$ cat config.mk
export PLATFORM = sky130hd
export DESIGN_NAME = imem_boot_loader
export DESIGN_NICKNAME = d
export VERILOG_FILES = /design/src/rtl/imem_boot_loader.sv
export SDC_FILE = /design/constraint.sdc
export NUM_CORES = 1
export LEC_CHECK = 0
export ABC_AREA = 1
export CORE_ASPECT_RATIO = 1.2
export CORE_MARGIN = 5
export CORE_UTILIZATION = 35
export DETAILED_ROUTE_END_ITERATION = 12
export PLACE_DENSITY = 0.69
export SKIP_CTS_REPAIR_TIMING = 1
export SLEW_MARGIN = 20
export SYNTH_ARGS = -nofsm -noshare
export SYNTH_HDL_FRONTEND = slang
export SYNTH_SLANG_ARGS = --single-unit
$ cat constraint.sdc
create_clock -name clk -period 1.8 [get_ports clk]
set_clock_uncertainty 0.1 [all_clocks]
set_input_delay 0.18 -clock clk [delete_from_list [all_inputs] [get_ports clk]]
set_output_delay 0.18 -clock clk [all_outputs]
set_load 0.02 [all_outputs]
$ cat src/rtl/imem_boot_loader.sv
// imem_boot_loader: loads a byte-stream program image into instruction memory, then releases the core
//   clk, rst_n       clock, asynchronous active-low reset
//   s_valid_i/s_data_i/s_ready_o   byte stream in (transfer = valid & ready)
//   imem_we_o/imem_addr_o/imem_wdata_o   one-cycle imem word write
//   core_rst_o       active-low core reset (high once image verified)
//   done_o/err_o     sticky load success / failure
//   words_ld_o       words written so far
module imem_boot_loader #(
  parameter int ADDR_W    = 10,
  parameter int MAX_WORDS = 1024
) (
  input  logic              clk,
  input  logic              rst_n,
  input  logic              s_valid_i,
  input  logic [7:0]        s_data_i,
  output logic              s_ready_o,
  output logic              imem_we_o,
  output logic [ADDR_W-1:0] imem_addr_o,
  output logic [31:0]       imem_wdata_o,
  output logic              core_rst_o,
  output logic              done_o,
  output logic              err_o,
  output logic [ADDR_W:0]   words_ld_o
);
  typedef enum logic [2:0] {IDLE, HDR, DATA, CSUM, DONE, ERR} state_t;
  state_t              state_q, state_d;
  logic [1:0]          bcnt_q, bcnt_d;
  logic [31:0]         n_q, n_d, sh_q, sh_d, wdata_q, wdata_d, shifted;
  logic [7:0]          csum_q, csum_d;
  logic                we_q, we_d, done_q, done_d, err_q, err_d, acc;
  logic [ADDR_W-1:0]   addr_q, addr_d;
  logic [ADDR_W:0]     wl_q, wl_d;
  assign s_ready_o    = state_q inside {HDR, DATA, CSUM};
  assign acc          = s_valid_i & s_ready_o;
  // header and payload words share one shift register; byte0 ends up in bits [7:0]
  assign shifted      = {s_data_i, sh_q[31:8]};
  assign imem_we_o    = we_q;
  assign imem_addr_o  = addr_q;
  assign imem_wdata_o = wdata_q;
  assign core_rst_o   = done_q;
  assign done_o       = done_q;
  assign err_o        = err_q;
  assign words_ld_o   = wl_q;
  always_comb begin
    state_d = state_q;
    bcnt_d  = acc ? bcnt_q + 2'd1 : bcnt_q;
    sh_d    = acc ? shifted : sh_q;
    n_d     = n_q;
    csum_d  = csum_q;
    we_d    = 1'b0;
    addr_d  = addr_q;
    wdata_d = wdata_q;
    wl_d    = wl_q;
    case (state_q)
      IDLE: state_d = HDR;
      HDR: if (acc && bcnt_q == 2'd3) begin
        n_d     = shifted;
        state_d = (shifted == 32'd0 || shifted > 32'(MAX_WORDS)) ? ERR : DATA;
      end
      DATA: if (acc) begin
        csum_d = csum_q ^ s_data_i;
        if (bcnt_q == 2'd3) begin
          we_d    = 1'b1;
          addr_d  = wl_q[ADDR_W-1:0];
          wdata_d = shifted;
          wl_d    = wl_q + 1'b1;
          state_d = (32'(wl_q) + 32'd1 == n_q) ? CSUM : DATA;
        end
      end
      CSUM: if (acc) state_d = (s_data_i == csum_q) ? DONE : ERR;
      default: ;
    endcase
    done_d = done_q | (state_d == DONE);
    err_d  = err_q | (state_d == ERR);
  end
  always_ff @(posedge clk or negedge rst_n) begin
    if (!rst_n) begin
      state_q <= IDLE;
      bcnt_q  <= '0;
      n_q     <= '0;
      sh_q    <= '0;
      csum_q  <= '0;
      we_q    <= 1'b0;
      addr_q  <= '0;
      wdata_q <= '0;
      wl_q    <= '0;
      done_q  <= 1'b0;
      err_q   <= 1'b0;
    end else begin
      state_q <= state_d;
      bcnt_q  <= bcnt_d;
      n_q     <= n_d;
      sh_q    <= sh_d;
      csum_q  <= csum_d;
      we_q    <= we_d;
      addr_q  <= addr_d;
      wdata_q <= wdata_d;
      wl_q    <= wl_d;
      done_q  <= done_d;
      err_q   <= err_d;
    end
  end
endmodule

* Yosys cells after proc, flatten, opt, wreduce, memory -nomap -nowiden *
Index checks and enable logic that the tools add are counted.

storage, ports and cells
  word-level logic and storage cells = 46
  flip-flop bits (word level) = 133
  output and inout bits = 58
  input bits = 11

operators by class
  reductions and logical operators = 8
  muxes and demuxes = 11
  order comparisons = 1
  add/subtract/negate cells = 3
  bitwise logic cells = 4
  eq/ne operators = 8

operators with widths
  operator                 number
  $eq A12 B32 Y1           1
  $gt A32 B11 Y1 const B   1
  $logic_not A32 Y1        1
  $mux W3                  5
  $add A11 B1 Y12 const B  1
  $pmux W3 S4              1
  $add A11 B1 Y11 const B  1
  $eq A8 B8 Y1             1
  $xor A8 B8 Y8            1
  $eq A3 B2 Y1 const B     2
  $eq A3 B3 Y1 const B     2
  $mux W1                  5
  $reduce_and A2 Y1        2
  $eq A3 B1 Y1 const B     1
  $logic_not A3 Y1         1
  $reduce_and A3 Y1        1
  $reduce_bool A3 Y1       1
  $add A2 B1 Y2 const B    1
  $eq A2 B2 Y1 const B     1
  $or A1 B1 Y1             2
  $and A1 B1 Y1            1
  $logic_and A1 B1 Y1      1
  $logic_or A1 B1 Y1       1

* Longest topological paths before layout *
  depth after elaboration = 8
  gate-level depth with buffers = 14
  mapped depth without buffers = 14

* Least setup slack after synthesis *
Ideal clock, no wire load.

  path type = register -> register
  from = reg wl_q[1] (netlist: words_ld_o[1])
  to = reg done_q (netlist: core_rst_o)
  setup slack = -104 ps
  cell stages (with the launch flop) = 13
  arrival = 1,688 ps
  data required time = 1,583 ps
  setup time = 117 ps
  cells stage by stage = dfrtp_1 -> ha_1 -> nand3_2 -> nor2_2 -> nand2_1 -> nand3_1 -> nand3_1 -> nor3_2 -> nand3_1 -> nand2_1 -> nand2_1 -> nand2_1 -> nand2_1

between the ends
  longest elaborated chain between the ends = 8

ends and longest elaborated chain
  item                    line  source
  start, declared         32    logic [ADDR_W:0] wl_q, wl_d;
  start signal, assigned  98    wl_q <= wl_d;
  $add A11 B1 Y12         67    state_d = (32'(wl_q) + 32'd1 == n_q) ? CSUM : DATA;
  $eq A12 B32 Y1          67
  $mux W1                 67
  $mux W3                 62    if (bcnt_q == 2'd3) begin
  $mux W3                 60    DATA: if (acc) begin
  $pmux W3 S4             54    case (state_q)
  $eq A3 B3 Y1            73    done_d = done_q | (state_d == DONE);
  $or A1 B1 Y1            73
  named net done_d        30    logic we_q, we_d, done_q, done_d, err_q, err_d, acc;
  end signal, assigned    99    done_q <= done_d;
  end, declared           30

The timed path passes the listed nets, and every way through them passes these cells.
A chain may end at the register's enable or synchronous reset.

* Worst setup path after layout *
  from = reg wl_q[0] (netlist: words_ld_o[0])
  to = reg done_q (netlist: core_rst_o)

The elaborated chain is that of the path after synthesis.

==> impl_metrics.tcl <==
set metrics [dict create \
    status "finished with violations" \
    failed_checks "setup timing" \
    cts_tree "built" \
    met3_length_microns 538 \
    fin_nets 765 \
    drtAntennaViolNets 0 \
    topRoutingLayerUsed "met4" \
    clock_latency_ps 410 \
    core_area_sq_mm 0.01502 \
    worstPathCellList "ha_4 -> nand3_4 -> nor2_4 -> nand2_2 -> nand2_2 -> nand2_2 -> nand2_1 -> o21ai_1 -> nor2_2 -> nand3_2 -> nand2_2 -> nand2_2 -> nand2_1 -> nand2_1" \
    drt_iter0_markers 341 \
    async_flop_share_pct 100.0 \
    wl_met2_microns 6508 \
    drive_gt1_share_pct 16.60 \
    diodes 0 \
    ys_warn_count 0 \
    worst-setup-path-type "reg2reg" \
    seq_area_frac_synth_pct 58.29 \
    final-setup-viol-count 3 \
    first_global_vias 4452 \
    met1Wirelength_microns 5751 \
    cap_violations 0 \
    crit_slowest_cell "dfrtp_2" \
    path_delay_family "simple AND/OR/NAND/NOR gates" \
    overflow 0 \
    tightest_slew_ps 520.9 \
    ioPinCount 69 \
    holdWs_ps 197.1 \
    antenna_found_initial 0 \
    comb_power_share_pct 25.4 \
    grt_max_degree 55 \
    crit_top_cell "nand2_2" \
    portBuffers 68 \
    dr.pass1.iters 5 \
    crit_buf_inv 0 \
    r2r-end "core_rst_o$_DFF_PN0_" \
    final_util_pct 49.93 \
    fin_area_sq_mm 0.007500 \
    tns_ps -191.2 \
    syn_area_per_cell_sq_um 8.464 \
    p_sw_mw 3.237 \
    synthesis.nets 647 \
    die_h_microns 145.6 \
    power.share.sequential_pct 38.3 \
    place_area_sq_mm 0.006663 \
    h-tree-depth 4 \
    drc 0 \
    startpoint_type "flip-flop" \
    grt_pass1_wl_microns 21760 \
    syn_inst 634 \
    p_int_mw 7.146 \
    grt.total_usage_pct 15.23 \
    synth.distinct_cells 22 \
    vias 4453 \
    start_util_pct 35.73 \
    r2r_slack_ps -110 \
    max_freq_ghz 0.5248 \
    nFillCells 1415 \
    relSlewSlack_pct 65.27 \
    avgRoutedWirePerCell_microns 13.37 \
    die-area_sq_mm 0.01792 \
    synth_edf_count 0 \
    cp-end-kind "flip-flop" \
    hpwl_microns 9107 \
    synth.area.top_cells "dfrtp_1 (58%), nand2_1 (14%), o21ai_0 (11%)" \
    critPathMaxFanout 5 \
    clock-root-buffer "clkbuf_16" \
    min_period_ps 1905 \
    synthFlopType "dfrtp_1" \
    synth_seq_cells 125 \
    gp_congestion 0.8115 \
    rsz0062_at_grt "true" \
    cp.required_ps 2000 \
    timing.rr.start "words_ld_o[0]$_DFFE_PN0P_" \
    numCtsBuffers 17 \
    hold_viol 0 \
    critical-path-max-stage-delay_ps 390 \
    drt-total-wl_microns 12950 \
    dpl.cell_count 934 \
    clockBufferDepth 2 \
    area_growth_pct 39.75 \
    cts.reportedPaths.clkPinSlew_ps 50 \
    r2r_cells 14 \
    power_mw 10.38 \
    die_w_microns 123.0 \
    rows 49 \
    p_leak_nw 3.646 \
    stdcell_count 969 \
    switching_share_pct 31.18 \
    power_density_mw_per_mm2 1385 \
    drv_slew 0 \
    layout_setup_ws_ps -105.4 \
    ir_drop_uv 672.0 \
    hold_class "in2async" \
    clock_sinks 125 \
    post-place-ws_ps -260.7 \
    netlist_area_sq_mm 0.005366 \
    synth_top_area_share_pct 58.29 \
    power_frac_clock_pct 36.2 \
    finalCritPeriodShare_pct 105.9 \
    yosysTopAreaCell "dfrtp_1" \
    viasPerCell 4.595 \
    arrival_ps 2100 \
]
[registers in the layout, summed over array words and instances, names as in the netlist]
name,cells
imem_wdata_o,32
core_rst_o,1
state_q,3
err_o,1
n_q,32
words_ld_o,11
csum_q,8
imem_we_o,1
imem_addr_o,10
sh_q,24
bcnt_q,2
[worst max path at each step]
| stage | cells past startpoint | start | end | slack (ps) |
|---|---|---|---|---|
| after floorplan | 12 | words_ld_o[1]$_DFFE_PN0P_ | core_rst_o$_DFF_PN0_ | 10 |
| after global placement | 12 | s_valid_i | core_rst_o$_DFF_PN0_ | -240 |
| after detailed placement | 12 | s_valid_i | core_rst_o$_DFF_PN0_ | -260 |
| after CTS | 5 | state_q[0]$_DFF_PN0_ | s_ready_o | -220 |
| after global routing | 14 | words_ld_o[0]$_DFFE_PN0P_ | core_rst_o$_DFF_PN0_ | -250 |
| final | 14 | words_ld_o[0]$_DFFE_PN0P_ | core_rst_o$_DFF_PN0_ | -110 |
[layout by cell type (no fill, tap or decap), types with 2 or more instances in the layout]
master	count
buf_12	5
buf_4	50
bufinv_16	5
clkbuf_16	17
clkdlybuf4s50_1	57
clkinv_4	4
clkinvlp_4	4
dfrtp_1	121
dfrtp_2	4
dlymetal6s2s_1	10
inv_1	68
inv_2	2
nand2_1	186
nand2_2	15
nand2_4	2
nand3_1	15
nand3_2	6
nand3b_1	4
nand4_1	8
nor2_1	33
nor2_2	4
nor2_4	3
nor3_1	4
o21ai_0	114
o21ai_1	3
xnor2_1	5
xor2_1	5
[power groups by stage]
stage	sequential (mW)	clock, mW	combinational [mW]
6_report	3.98	3.76	2.64
5_1_grt	4.07	4.00	3.02
4_1_cts	3.97	3.82	2.60
3_5_place_dp	4.01	0	2.58
3_3_place_gp	3.98	0	2.52
2_1_floorplan	4.05	0	1.37
[cells by family after synthesis]
| group | after synthesis | synth area share, % |
|---|---|---|
| flip-flops | 125 | 58.29 |
| buffers and inverters | 95 | 6.901 |
| AO/OA/AOI/OAI | 120 | 11.24 |
| AND/OR/NAND/NOR | 282 | 21.47 |
| adder cells (fa/ha/maj) | 2 | 0.4662 |
| XOR/XNOR | 10 | 1.632 |
[cells in the mapped netlist (2+ instances only)]
library cell,number
ha_1,2
clkbuf_1,16
nand2_1,201
nand2_2,2
inv_1,70
o21ai_0,115
nand4_1,8
nor3_1,4
o21ai_1,3
xnor2_1,5
nand3b_1,4
nand3_1,21
nor2_1,36
nor2_2,4
buf_2,8
xor2_1,5
dfrtp_1,125
[final cells by class]
type / count / area, sq um / area share, %
sequential: 125 / 3133 / 41.78
multi-input combinational: 414 / 1998 / 26.64
timing repair buffer: 124 / 1192 / 15.90
clock buffer: 19 / 442.9 / 5.906
inverter: 70 / 262.8 / 3.504
tap: 204 / 255.2 / 3.403
clock inverter: 13 / 215.2 / 2.870
[layer usage]
metal  up-vias  global-route usage [%]
li1       2250                       -
met1      2108                   19.20
met2        83                   25.34
met3        12                   4.588
met4         0                   4.100
met5         -                       0
No activity file was read; power rests on OpenSTA's default activity.
